`config.mk`:
```
export PLATFORM = sky130hd
export DESIGN_NAME = scan_display_ctrl
export DESIGN_NICKNAME = d
export VERILOG_FILES = /design/src/rtl/scan_display_ctrl.sv
export SDC_FILE = /design/constraint.sdc
export NUM_CORES = 1
export LEC_CHECK = 0
export ABC_CLOCK_PERIOD_IN_PS = 3200
export CORE_MARGIN = 10
export CORE_UTILIZATION = 64
export CTS_CLUSTER_DIAMETER = 50
export DETAILED_ROUTE_END_ITERATION = 8
export DONT_BUFFER_PORTS = 1
export PLACE_DENSITY = 0.89
export REMOVE_ABC_BUFFERS = 1
export SYNTH_ARGS = -nofsm -noshare
export SYNTH_HDL_FRONTEND = slang
export SYNTH_SLANG_ARGS = --single-unit
```
`constraint.sdc`:
```
create_clock -name sysclk -period 3.2 [get_ports sysclk]
set_clock_uncertainty 0.2 [all_clocks]
set_input_delay 0.64 -clock sysclk [delete_from_list [all_inputs] [get_ports sysclk]]
set_output_delay 0.64 -clock sysclk [all_outputs]
set_load 0.005 [all_outputs]
```
`src/rtl/scan_display_ctrl.sv`:
```
// Debug-channel display controller: selects one of NUM_CH channels, shows it
// in hex or unsigned decimal (sequential double-dabble) on a time-multiplexed
// bank of NUM_DIGITS active-low 7-segment digits.
module scan_display_ctrl #(
   parameter int NUM_DIGITS = 4,
   parameter int NUM_CH     = 4,
   parameter int SEL_W      = 2,
   parameter int SCAN_DIV   = 100000
) (
   input  logic                             sysclk,
   input  logic                             reset,
   input  logic [NUM_CH*4*NUM_DIGITS-1:0]   ch_data,
   input  logic [SEL_W-1:0]                 sel,
   input  logic                             dec_mode,
   input  logic                             blank_lz,
   output logic [6:0]                       bcd7,
   output logic [NUM_DIGITS-1:0]            an,
   output logic                             busy,
   output logic                             overflow
);

   localparam int W     = 4*NUM_DIGITS;
   localparam int CNT_W = $clog2(W);
   localparam int DIV_W = (SCAN_DIV > 2) ? $clog2(SCAN_DIV) : 1;
   localparam int IDX_W = (NUM_DIGITS > 2) ? $clog2(NUM_DIGITS) : 1;

   typedef enum logic [1:0] {ST_IDLE, ST_SHIFT, ST_COMMIT} state_t;

   state_t              state_q, state_d;
   logic [W-1:0]        snap_q, snap_d;        // snapshot; shifted out MSB-first in decimal mode
   logic                mode_q, mode_d;        // decimal mode latched with the snapshot
   logic [W-1:0]        bcd_q, bcd_d;          // BCD accumulator
   logic                ovf_q, ovf_d;          // sticky overflow of the running conversion
   logic [CNT_W-1:0]    bit_cnt_q, bit_cnt_d;
   logic [W-1:0]        disp_q, disp_d;        // committed display nibbles
   logic                disp_ovf_q, disp_ovf_d;
   logic [DIV_W-1:0]    div_cnt_q, div_cnt_d;
   logic [IDX_W-1:0]    idx_q, idx_d;
   logic                load_q, load_d;        // a new digit slot starts this cycle
   logic [NUM_DIGITS-1:0] an_q, an_d;
   logic [6:0]          seg_q, seg_d;

   logic [W-1:0]        sel_data;
   logic [W-1:0]        adj;
   logic [W-1:0]        hi;

   function automatic logic [6:0] hex_seg(input logic [3:0] n);
      case (n)
         4'h0: hex_seg = 7'h40;  4'h1: hex_seg = 7'h79;
         4'h2: hex_seg = 7'h24;  4'h3: hex_seg = 7'h30;
         4'h4: hex_seg = 7'h19;  4'h5: hex_seg = 7'h12;
         4'h6: hex_seg = 7'h02;  4'h7: hex_seg = 7'h78;
         4'h8: hex_seg = 7'h00;  4'h9: hex_seg = 7'h10;
         4'hA: hex_seg = 7'h08;  4'hB: hex_seg = 7'h03;
         4'hC: hex_seg = 7'h46;  4'hD: hex_seg = 7'h21;
         4'hE: hex_seg = 7'h06;  default: hex_seg = 7'h0E;
      endcase
   endfunction

   // Channel mux; out-of-range select values read as zero.
   always_comb begin
      sel_data = '0;
      for (int k = 0; k < NUM_CH; k++) begin
         if (sel == SEL_W'(k)) sel_data = ch_data[k*W +: W];
      end
   end

   // Conversion FSM: next state, snapshot, double-dabble step and atomic commit.
   always_comb begin
      // NOTE: every variable gets its hold value first so no path leaves it unassigned (no latches).
      state_d    = state_q;
      snap_d     = snap_q;
      mode_d     = mode_q;
      bcd_d      = bcd_q;
      ovf_d      = ovf_q;
      bit_cnt_d  = bit_cnt_q;
      disp_d     = disp_q;
      disp_ovf_d = disp_ovf_q;
      adj        = bcd_q;
      case (state_q)
         ST_IDLE: begin
            snap_d    = sel_data;
            mode_d    = dec_mode;
            bcd_d     = '0;
            ovf_d     = 1'b0;
            bit_cnt_d = '0;
            state_d   = dec_mode ? ST_SHIFT : ST_COMMIT;
         end
         ST_SHIFT: begin
            for (int i = 0; i < NUM_DIGITS; i++) begin
               if (bcd_q[4*i +: 4] >= 4'd5) adj[4*i +: 4] = bcd_q[4*i +: 4] + 4'd3;
            end
            ovf_d     = ovf_q | adj[W-1];
            bcd_d     = {adj[W-2:0], snap_q[W-1]};
            snap_d    = {snap_q[W-2:0], 1'b0};
            bit_cnt_d = bit_cnt_q + 1'b1;
            if (bit_cnt_q == CNT_W'(W-1)) begin
               for (int i = 0; i < NUM_DIGITS; i++) begin
                  if (bcd_d[4*i +: 4] >= 4'd10) ovf_d = 1'b1;
               end
               state_d = ST_COMMIT;
            end
         end
         ST_COMMIT: begin
            disp_d     = mode_q ? bcd_q : snap_q;
            disp_ovf_d = mode_q & ovf_q;
            state_d    = ST_IDLE;
         end
         default: state_d = ST_IDLE;
      endcase
   end

   // Scan timing and per-slot segment/anode registration (stable within a slot).
   always_comb begin
      div_cnt_d = div_cnt_q + 1'b1;
      idx_d     = idx_q;
      load_d    = 1'b0;
      an_d      = an_q;
      seg_d     = seg_q;
      hi        = disp_q >> {idx_q, 2'b00};
      if (div_cnt_q == DIV_W'(SCAN_DIV-1)) begin
         div_cnt_d = '0;
         load_d    = 1'b1;
         idx_d     = (idx_q == IDX_W'(NUM_DIGITS-1)) ? '0 : idx_q + 1'b1;
      end
      if (load_q) begin
         an_d = ~(NUM_DIGITS'(1) << idx_q);
         if (disp_ovf_q)
            seg_d = 7'h3F;
         else if (blank_lz && (idx_q != '0) && (hi == '0))
            seg_d = 7'h7F;
         else
            seg_d = hex_seg(hi[3:0]);
      end
   end

   // State registers; reset abandons any conversion and blanks the display.
   always_ff @(posedge sysclk or negedge reset) begin
      if (!reset) begin
         state_q    <= ST_IDLE;
         snap_q     <= '0;
         mode_q     <= 1'b0;
         bcd_q      <= '0;
         ovf_q      <= 1'b0;
         bit_cnt_q  <= '0;
         disp_q     <= '0;
         disp_ovf_q <= 1'b0;
         div_cnt_q  <= '0;
         idx_q      <= '0;
         load_q     <= 1'b1;
         an_q       <= '1;
         seg_q      <= 7'h7F;
      end else begin
         // NOTE: non-blocking assignments so every flop samples pre-edge values.
         state_q    <= state_d;
         snap_q     <= snap_d;
         mode_q     <= mode_d;
         bcd_q      <= bcd_d;
         ovf_q      <= ovf_d;
         bit_cnt_q  <= bit_cnt_d;
         disp_q     <= disp_d;
         disp_ovf_q <= disp_ovf_d;
         div_cnt_q  <= div_cnt_d;
         idx_q      <= idx_d;
         load_q     <= load_d;
         an_q       <= an_d;
         seg_q      <= seg_d;
      end
   end

   assign bcd7     = seg_q;
   assign an       = an_q;
   assign busy     = (state_q == ST_SHIFT);
   assign overflow = disp_ovf_q;

endmodule

```
Yosys cells after proc, flatten, opt, wreduce, memory -nomap -nowiden
Memories as Yosys holds them, arrays and structs flattened.
Index checks and enable logic that the tools add are counted.
- flip-flop bits (word level): 88
- output and inout bits: 13
- word-level logic and storage cells: 80
- memories kept: 1
- memory bits (read-only): 112
- input bits: 70
- memory list (name ; depth ; width ; read ports ; clocked after memory_dff ; write ports ; RTL line ; text):
    (name not given) ; 16 ; 7 ; 1 ; 0 ; 0 ; 48 ; case (n)
- eq/ne operators: 9
- muxes and demuxes: 30
- order comparisons: 8
- shift operators: 2
- bitwise logic cells: 3
- reduce and logical (&&, ||, !) cells: 7
- add/subtract/negate cells: 7
- operators with widths (kind ; number):
    $mux W16 ; 5
    $pmux W16 S2 ; 2
    $mux W4 ; 8
    $add A17 B1 Y17 const B ; 1
    $eq A17 B17 Y1 const B ; 1
    $mux W17 ; 1
    $add A4 B2 Y4 const B ; 4
    $ge A4 B3 Y1 const B ; 4
    $ge A4 B4 Y1 const B ; 4
    $logic_not A16 Y1 ; 1
    $shr A16 B4 Y16 ; 1
    $mux W7 ; 2
    $eq A2 B2 Y1 const B ; 4
    $pmux W4 S2 ; 1
    $mux W1 ; 6
    $mux W2 ; 3
    $add A4 B1 Y4 const B ; 1
    $eq A2 B1 Y1 const B ; 2
    $eq A4 B4 Y1 const B ; 1
    $logic_not A2 Y1 ; 2
    $not A4 Y4 ; 1
    $pmux W2 S2 ; 1
    $reduce_bool A2 Y1 ; 2
    $shl A1 B2 Y4 const A ; 1
    other kinds (6) ; 7

Logic depth before layout (Yosys ltp)
Gate-level depths: netlist (run 1).
- word-level depth: 10
- gate-level depth with buffers: 8
- depth with buffers taken out: 7

Worst setup path before layout (run 1)
No wires, ideal clock.
- path type: register -> register
- start: register idx_q[0]
- end: register seg_q[1], in the netlist bcd7[1]
- buffers on the path: 1
- arrival time: 2.202 ns
- setup time: 0.062 ns
- clock period less this slack: 2.464 ns
- data required time: 2.938 ns
- path slack: 0.736 ns
- stages on the path, launching flop included: 9
- path through: dfrtp_1 buf_6 mux4_1 inv_1 ha_1 o311ai_0 a211oi_1 nand2b_1 o32a_1
- word-level cells in the longest chain between the ends: 5
- elaborated cells between the ends (all ways): 8
- classes of those cells: shift (1); mux (2); reduce/logical (4); memory (1)
- ends and longest elaborated chain (item ; RTL line ; text):
    from (decl) ; 38 ; logic [IDX_W-1:0] idx_q, idx_d;
    from (signal assigned) ; 164 ; idx_q <= idx_d;
    parallel branches: the longest is 3 deep, another holds $mem_v2 Z16 W7 ; -- ;
    $mux W7 * ; 130 ; else if (blank_lz && (idx_q != '0) && (hi == '0))
    $mux W7 * ; 128 ; if (disp_ovf_q)
    to (signal assigned) ; 167 ; seg_q <= seg_d;
    to (decl) ; 41 ; logic [6:0] seg_q, seg_d;
Mark *: on every way between the ends.
A chain may end at the register's enable or synchronous reset.

Worst setup path in the final report (run 1)
- start: register state_q[0]
- end: output port busy
- word-level cells in the longest chain between the ends: 1
- ends and longest elaborated chain (item ; RTL line ; text):
    from (decl) ; 29 ; state_t state_q, state_d;
    from (signal assigned) ; 155 ; state_q <= state_d;
    $eq A2 B1 Y1 ; 173 ; assign busy = (state_q == ST_SHIFT);
    to (decl) ; 18 ; output logic busy,
Every way passes these cells.

==> results.toml, run 1 <==
[drt]
drt-total-wl_mm = 10.7
wl_per_cell_um = 18.1
ant_nets = 0
vias = 3649
drt_iter0_drc = 187
drtPass1Iterations = 4
drc = 0
viasPerCell = 6.18

[yosys]
synthTopCellsByCount = "dfrtp_1 (76), nand2_1 (74), o21ai_0 (58)"
syn_avg_cell_area_um2 = 10.2
ys_warn_count = 0
synth_top_area_share_pct = 38.1
synth-seq-cells = 88
yosys.cell_count.top_type = "dfrtp_1"
synth_top_cell_by_area = "dfrtp_1"
syn_inst = 490
synth.yosys.seq_area_share_pct = 44.4
synth_area_um2 = 5000
synth_edf_count = 0
synth_cell_types = 48
ys.flop_type = "dfrtp_1"
synthArstFlopShare_pct = 100
ys_top_cells_by_area = "dfrtp_1 (38%), mux4_2 (8.6%), mux2i_1 (7.2%)"

[finish]
area_delta_synth_final_pct = 6.01
drive_above_1_share_pct = 11.9
antenna_cells = 0
regArea_um2 = 2220
nets = 573
multi_input_area_um2 = 2570
final_cells = 590
nFillCells = 544

[floorplan]
start_util_pct = 65.3
die-height_um = 108
dieWidth_um = 108
fp-row-count = 32
core_um2 = 7650
ios = 83
die_area_um2 = 11700

[clocking]
cts_buffer_depth = 2
cts_resized = 0
clock-root-buffer = "clkbuf_8"
cts_inserted_buffers = 9
clk_pin_slew_ns = 0.08
hold_buffers = 2
clk_latency_ns = 0.36
post_cts_buffers = 0
clock_sinks = 88
cts_tree = "yes"
cts.htree.levels = 3

[power]
p_leak_nw = 2.27
ir_drop_v = 0.000715
p_per_area_nw_per_um2 = 805
finalPower_mw = 4.26

[setup_path]
path_class = "register to output port"
worstSetupStartpoint = "state_q[0]"
crit_arrival_ns = 1.73
crit_fanout = 18
crit_required_ns = 2.36
cp-start-kind = "register"
critPathCaptureType = "output port"
r2r-start = "idx_q[0]"

[status]
status = "finished, final reports clean"

[global_routing]
grt_first_pass_wirelength_mm = 17.9
grt_antenna_before_repair = 0
overflow = 0
grt_max_degree = 89
grt_pass1_vias = 3704
track_usage_pct = 18.9

[sta]
tns_ns = 0
worst_pin_slew_ns = 0.951
final-max-slew-violation-count = 0
holdWs_ns = 0.160
setup_viol = 0
rsz0062_at_grt = "false"
min_period_ns = 2.57
period_share_pct = 80.3
fmaxAchievable_ghz = 0.389
slew_headroom_pct = 36.6
hold_viol_final = 0

[worst_hold_path]
hold_class = "input port to register"
min-delay-start = "dec_mode"

[placed_design]
portBuffers = 0
place_inst = 572
gp_congestion = 0.860
dp_hpwl_mm = 7.98

[flow_run]
drv_cap = 0
## cell families after synthesis
| logic type | Yosys count | synth area share, % |
|---|---|---|
| adders and majority gates | 20 | 5.01 |
| xor gates and xnor gates | 22 | 3.86 |
| buffers and inverters | 49 | 4.11 |
| muxes | 60 | 17.2 |
| DFF | 88 | 44.4 |
| AOI/OAI and AO/OA | 103 | 12.1 |
| and+or+nand+nor | 148 | 13.3 |
## metal layers
layer	up-vias	share of wire, %	routed length (µm)	global-route usage (%)
met3	13	9.1	970	6.37
li1	1730	-	-	-
met2	139	49	5200	30.8
met4	0	1.3	135	7.06
met1	1767	41	4400	22.9
met5	-	0	0	0
## placed cells by master, fill, tap and decap left out, types with 3 or more instances in the layout
cell type   n
nand2_1    74
dfrtp_1    76
mux2i_1    36
buf_4       5
xor2_1      8
xnor2_1    14
inv_1      24
ha_1       20
nand4_1     5
dfstp_2    12
mux4_2     19
a31oi_1     4
mux2_2      4
o22ai_1     5
o2bb2ai_1   3
a21oi_1    13
nor2b_1     4
clkbuf_8    9
nand3_1     7
o21ai_0    58
nor4_1      6
nor2_1     32
nand2b_1    8
o31ai_1     5
## cell type report
type                       count  share of cell area, %
clock buffer                  11                   2.48
sequential                    88                   41.9
multi-input combinational    353                   48.6
timing repair buffer           7                   1.42
inverter                      24                   1.70
clock inverter                 5                   1.54
tap                          102                   2.41
## sequential cells by signal, indices dropped and copies added, names as in the netlist, 2 cells and up
| signal | flops |
|---|---|
| state_q | 2 |
| bit_cnt_q | 4 |
| an | 4 |
| snap_q | 16 |
| disp_q | 16 |
| bcd_q | 16 |
| div_cnt_q | 17 |
| idx_q | 2 |
| bcd7 | 7 |
## per-stage QoR
stage	util, %	setup WS (ns)	instance area [µm²]
after detailed placement	66.0	0.671	5050
final	69.3	0.630	5300
after CTS	69.3	0.630	5300
after global routing	69.3	0.415	5300
after floorplan	-	0.679	4880
after global placement	66.0	0.770	5050
## path summary, 6_finish.rpt
check                          endpoint  slack, ns  depth (start not counted)
setup / recovery                   busy       0.63                          2
hold / removal               state_q[1]       0.16                          1
setup reg to reg                bcd7[1]       0.65                          7
hold reg to reg               disp_q[1]       0.29                          2
max in group asynchronous       bcd7[4]       1.80                          2
min in group asynchronous  div_cnt_q[4]       0.64                          2
## critical path: stages (launching register included)
cell and delay [ns]:
dfrtp_1 0.61, nand2b_1 0.49, inv_1 0.27
## report_power, final
group	internal (mW)	switching [mW]
clock	0.440	0.387
combinational	0.709	0.854
sequential	1.44	0.428
No activity file was read; power rests on OpenSTA's default activity.
==> inputs of run 2 (changes only) <==
- ABC_CLOCK_PERIOD_IN_PS: 3200 -> 2370
- clock period: 3.2 -> 2.37 ns (I/O delays scaled with it)
==> results.toml, run 2 (synthesis gave the netlist of run 1 again) <==
[drt]
drtPass1Iterations = 5
ant_nets = 0
drt-total-wl_mm = 11.2
drt_iter0_drc = 221
drc = 0
vias = 3756
viasPerCell = 6.27
wl_per_cell_um = 18.7

[setup_path]
r2r-start = "idx_q[0]"
cp-start-kind = "register"
critPathCaptureType = "register"
path_class = "register to register"
critPathMaxStageDelay_ns = 0.55
crit_arrival_ns = 2.35
rrSetupSlack_ns = 0.13
crit_required_ns = 2.48
path_cells = "mux4_2, inv_2, ha_2, o311ai_1, a211oi_2, buf_4, o21a_1, a311o_1"
cp_slowest_cell = "mux4_2"
crit_fanout = 3
worstSetupStartpoint = "idx_q[0]"

[global_routing]
grt_pass1_vias = 3986
use_met3_pct = 7.44
grt_first_pass_wirelength_mm = 18.9
track_usage_pct = 20.1
grt_antenna_before_repair = 0
grt_max_degree = 89
overflow = 0
grt_use_met1_pct = 23.6
busiest_layer = "met2"
met2_usage_pct = 33.3

[finish]
drive_above_1_share_pct = 15.5
stdcell_area_um2 = 5370
regArea_um2 = 2220
top_register = "div_cnt_q"
finish.utilization_pct = 70.2
largest_reg_flops = 17
area_delta_synth_final_pct = 7.44
nFillCells = 528
antenna_cells = 0
multi_input_area_um2 = 2590
nets = 582
mostFrequentLayoutCells = "nand2_1 (74), dfrtp_1 (74), o21ai_0 (58)"

[sta]
period_share_pct = 94.4
holdWs_ns = -0.407
final-max-slew-violation-count = 0
hold_viol_final = 88
worst_slack_ns = 0.132
rsz0062_at_grt = "false"
setup_viol = 0
slew_headroom_pct = 59.4
worst_pin_slew_ns = 0.604
min_period_ns = 2.24
fmaxAchievable_ghz = 0.447

[placed_design]
pre_cts_ws_ns = -0.143
placed_area_um2 = 5110
gp_congestion = 0.871
portBuffers = 0
dp_hpwl_mm = 8.43

[floorplan]
die_area_um2 = 11700
die-height_um = 108
start_util_pct = 65.3
dieWidth_um = 108
ios = 83
fp-row-count = 32
core_um2 = 7650

[clocking]
cts_tree = "yes"
cts_buffer_depth = 2
hold_buffers = 1
clock-root-buffer = "clkbuf_8"
clk_latency_ns = 0.37
clock_sinks = 88
clk_pin_slew_ns = 0.09
cts_inserted_buffers = 9
cts.htree.levels = 3

[worst_hold_path]
hold_class = "input port to async pin"

[status]
status = "finished with violations"
violations = "negative hold slack"

[power]
ir_drop_v = 0.000757
p_per_area_nw_per_um2 = 1100
finalPower_mw = 5.92
p_leak_nw = 2.31

[flow_run]
drv_cap = 0
## run 2: cell types whose count changed in the layout (fill, tap and decap cells not counted), sizes merged
cell / previous run / this run
inv: 24 / 25
buf: 6 / 15
clkinv: 2 / 3
clkbuf: 11 / 9
## run 2: worst max-delay path: cells and delay by family, from the launching register on
kind | cells | cell delay, ns
AO/OA/AOI/OAI | 4 | 0.58
buffers and inverters | 2 | 0.24
adder cells (fa/ha/maj) | 1 | 0.19
multiplexers | 1 | 0.55
flip-flops | 1 | 0.43
## run 2: cell type report
class | instances | share of cell area, %
flip-flops and latches | 88 | 41.3
clock buffers | 9 | 2.31
inverters | 24 | 1.68
multi-input cells | 353 | 48.2
well taps | 102 | 2.38
clock inverters | 7 | 1.77
repair buffers | 16 | 2.35
## run 2: metal layers
metal,wire (µm),up-vias,share of wire (%)
li1,-,1737,-
met1,4450,1842,40
met2,5560,159,50
met3,1020,18,9.1
met4,153,0,1.4
met5,0,-,0
## run 2: power breakdown
part	internal (mW)	leakage [nW]	switching [mW]
Combinational	1.03	1.12	1.26
Sequential	1.95	1.08	0.525
Clock	0.595	0.110	0.559
Total	3.58	2.31	2.34
## run 2: through the flow
stage | cells | setup TNS, ns
global route | 599 | 0
global placement | 581 | 0
floorplan | 465 | -1.08
finish | 599 | 0
detailed placement | 581 | -0.590
CTS | 599 | 0
## run 2: worst paths after layout
kind	end	cells after the start
max in group asynchronous	an[2]	0
min in group sysclk	mode_q	1
hold reg to reg	an[2]	2
setup / recovery	bcd7[6]	8
hold / removal	div_cnt_q[6]	0
setup reg to reg	bcd7[6]	8
## run 2: repair_timing
item,CTS,global route
pin swaps,1,1
setup endpoints to repair,7,7
resized for setup,7,3
endpoints found under the hold margin,89,88
setup buffers,1,0
==> inputs of run 3 (changes only) <==
- ABC_AREA: unset -> 1
==> results.toml, run 3 <==
[placed_design]
placed_area_um2 = 5360
dp_hpwl_mm = 9.18
gp_congestion = 0.914
portBuffers = 0
pre_cts_ws_ns = 0.269

[finish]
antenna_cells = 0
final_common_cell = "nand2_1"
mostFrequentLayoutCells = "nand2_1 (179), dfrtp_1 (76), inv_1 (71)"
drive_above_1_share_pct = 10.5
largest_reg_flops = 17
nFillCells = 659
area_delta_synth_final_pct = 5.65
nets = 777
stdcell_area_um2 = 5560
top_register = "div_cnt_q"

[floorplan]
die_area_um2 = 12300
core_um2 = 8090
fp-row-count = 33
dieWidth_um = 111
ios = 83
die-height_um = 111
start_util_pct = 65.1

[setup_path]
path_class = "register to register"
r2r-start = "idx_q[0]"
crit_fanout = 10
critPathCaptureType = "register"
cp-start-kind = "register"
crit_arrival_ns = 2.23
crit_required_ns = 2.47
worstSetupStartpoint = "idx_q[0]"

[status]
status = "finished with violations"
violations = "negative hold slack"

[yosys]
synthArstFlopShare_pct = 100
synthTopCellsByCount = "nand2_1 (179), dfrtp_1 (76), inv_1 (71)"
yosys.cell_count.top_type = "nand2_1"
syn_inst = 690
synth.yosys.seq_area_share_pct = 42.1
synth_top_area_share_pct = 36.1
synth_area_um2 = 5270
ys_warn_count = 0
synth_top_cell_by_area = "dfrtp_1"
syn_avg_cell_area_um2 = 7.63
synth_edf_count = 0
ys_top_cells_by_area = "dfrtp_1 (36%), nand2_1 (13%), dfstp_2 (6.0%)"
ys.flop_type = "dfrtp_1"
synth-seq-cells = 88
synth_cell_types = 39

[sta]
worst_pin_slew_ns = 0.624
setup_viol = 0
final-max-slew-violation-count = 0
fmaxAchievable_ghz = 0.471
period_share_pct = 89.6
holdWs_ns = -0.403
min_period_ns = 2.12
rsz0062_at_grt = "false"
slew_headroom_pct = 58.4
tns_ns = 0
hold_viol_final = 88
worst_slack_ns = 0.246

[global_routing]
grt_pass1_vias = 4563
grt_first_pass_wirelength_mm = 20.7
grt_max_degree = 89
grt_antenna_before_repair = 0
overflow = 0
track_usage_pct = 19.4

[drt]
wl_met1_mm = 5.07
route.met3.wl_mm = 1.06
drt_iter0_drc = 310
drc = 0
drt-total-wl_mm = 12.2
wl_per_cell_um = 15.3
wl_met2_mm = 5.85
drtPass1Iterations = 7
ant_nets = 0
viasPerCell = 5.88
topRoutingLayerUsed = "met4"
vias = 4689

[clocking]
post_cts_buffers = 0
clock-root-buffer = "clkbuf_8"
clk_pin_slew_ns = 0.09
cts.htree.levels = 3
cts_buffer_depth = 2
cts_inserted_buffers = 9
clock_sinks = 88
cts_tree = "yes"
hold_buffers = 1
clk_latency_ns = 0.36

[flow_run]
drv_cap = 0

[worst_hold_path]
hold_class = "input port to async pin"

[power]
p_per_area_nw_per_um2 = 931
p_leak_nw = 2.63
ir_drop_v = 0.000528
run 3: changes by cell type after synthesis, sizes merged, moves of 6 or more:
cell    before  now
nor2        32   69
xnor2       14    1
o221ai       0   12
o22ai        5   20
mux2i       36    0
nand2b       8    0
inv         24   80
o21ai       58   52
o211ai       0   16
mux4        20    0
nand2       74  186
nand3        7   56
run 3: path summary, 6_finish.rpt:
path / end / slack [ns] / cells past startpoint
worst max-delay path: bcd7[1] / 0.25 / 12
worst min-delay path: div_cnt_q[9] / -0.40 / 0
worst max register to register: bcd7[1] / 0.25 / 12
worst min register to register: div_cnt_q[0] / 0.27 / 1
max in group asynchronous: an[2] / 2.20 / 0
min in group sysclk: state_q[0] / 0.06 / 2
run 3: power breakdown:
group	internal (mW)	leakage, nW	switching [mW]
clock network	0.493	0.0933	0.554
logic	0.736	1.43	1.30
registers	1.84	1.11	0.256
total	3.07	2.63	2.11
run 3: area by class of cell:
class | count | area, µm² | share of cell area [%]
Multi-Input combinational cell | 496 | 2630 | 47.2
Sequential cell | 88 | 2220 | 39.8
Inverter | 80 | 303 | 5.44
Tap cell | 105 | 131 | 2.36
Clock buffer | 10 | 128 | 2.29
Timing Repair Buffer | 12 | 92.6 | 1.66
Clock inverter | 6 | 67.6 | 1.21
run 3: critical path, stage by stage, from the launching register on:
cell      delay [ns]
dfrtp_1         0.44
buf_4           0.20
nand2_1         0.06
nand2_1         0.08
o21ai_2         0.14
ha_1            0.22
nand3_1         0.09
nand3b_1        0.15
a21oi_1         0.12
nand2_1         0.13
nand2_2         0.10
nor2_1          0.05
nor2_1          0.08
run 3: routing by layer:
| metal | up-vias | global-route usage [%] |
|---|---|---|
| li1 | 2293 | - |
| met1 | 2177 | 22.5 |
| met2 | 196 | 32.7 |
| met3 | 23 | 5.74 |
| met4 | 0 | 7.47 |
| met5 | - | 0 |
run 3: cell families after synthesis:
kind of cell	after synthesis	share of synthesized area, %
buf+inv	106	8.05
flops	88	42.1
fa+ha+maj	20	4.75
simple gates	333	27.5
compound gates	130	15.5
xor+xnor	13	2.16
run 3: metrics by stage:
stage / total power, mW / std cells / util [%] / hold slack [ns]
detailed placement: 4.13 / 780 / 66.2 / -0.0184
global route: 5.54 / 797 / 68.8 / -0.422
floorplan: 3.54 / 664 / - / -0.0216
global placement: 4.04 / 780 / 66.2 / -0.0182
finish: 5.18 / 797 / 68.8 / -0.403
CTS: 5.18 / 797 / 68.8 / -0.412
run 3: what timing repair did:
action,4_1_cts,5_1_grt
gates resized for setup,0,0
setup endpoints to repair,0,0
endpoints found under the hold margin,89,88
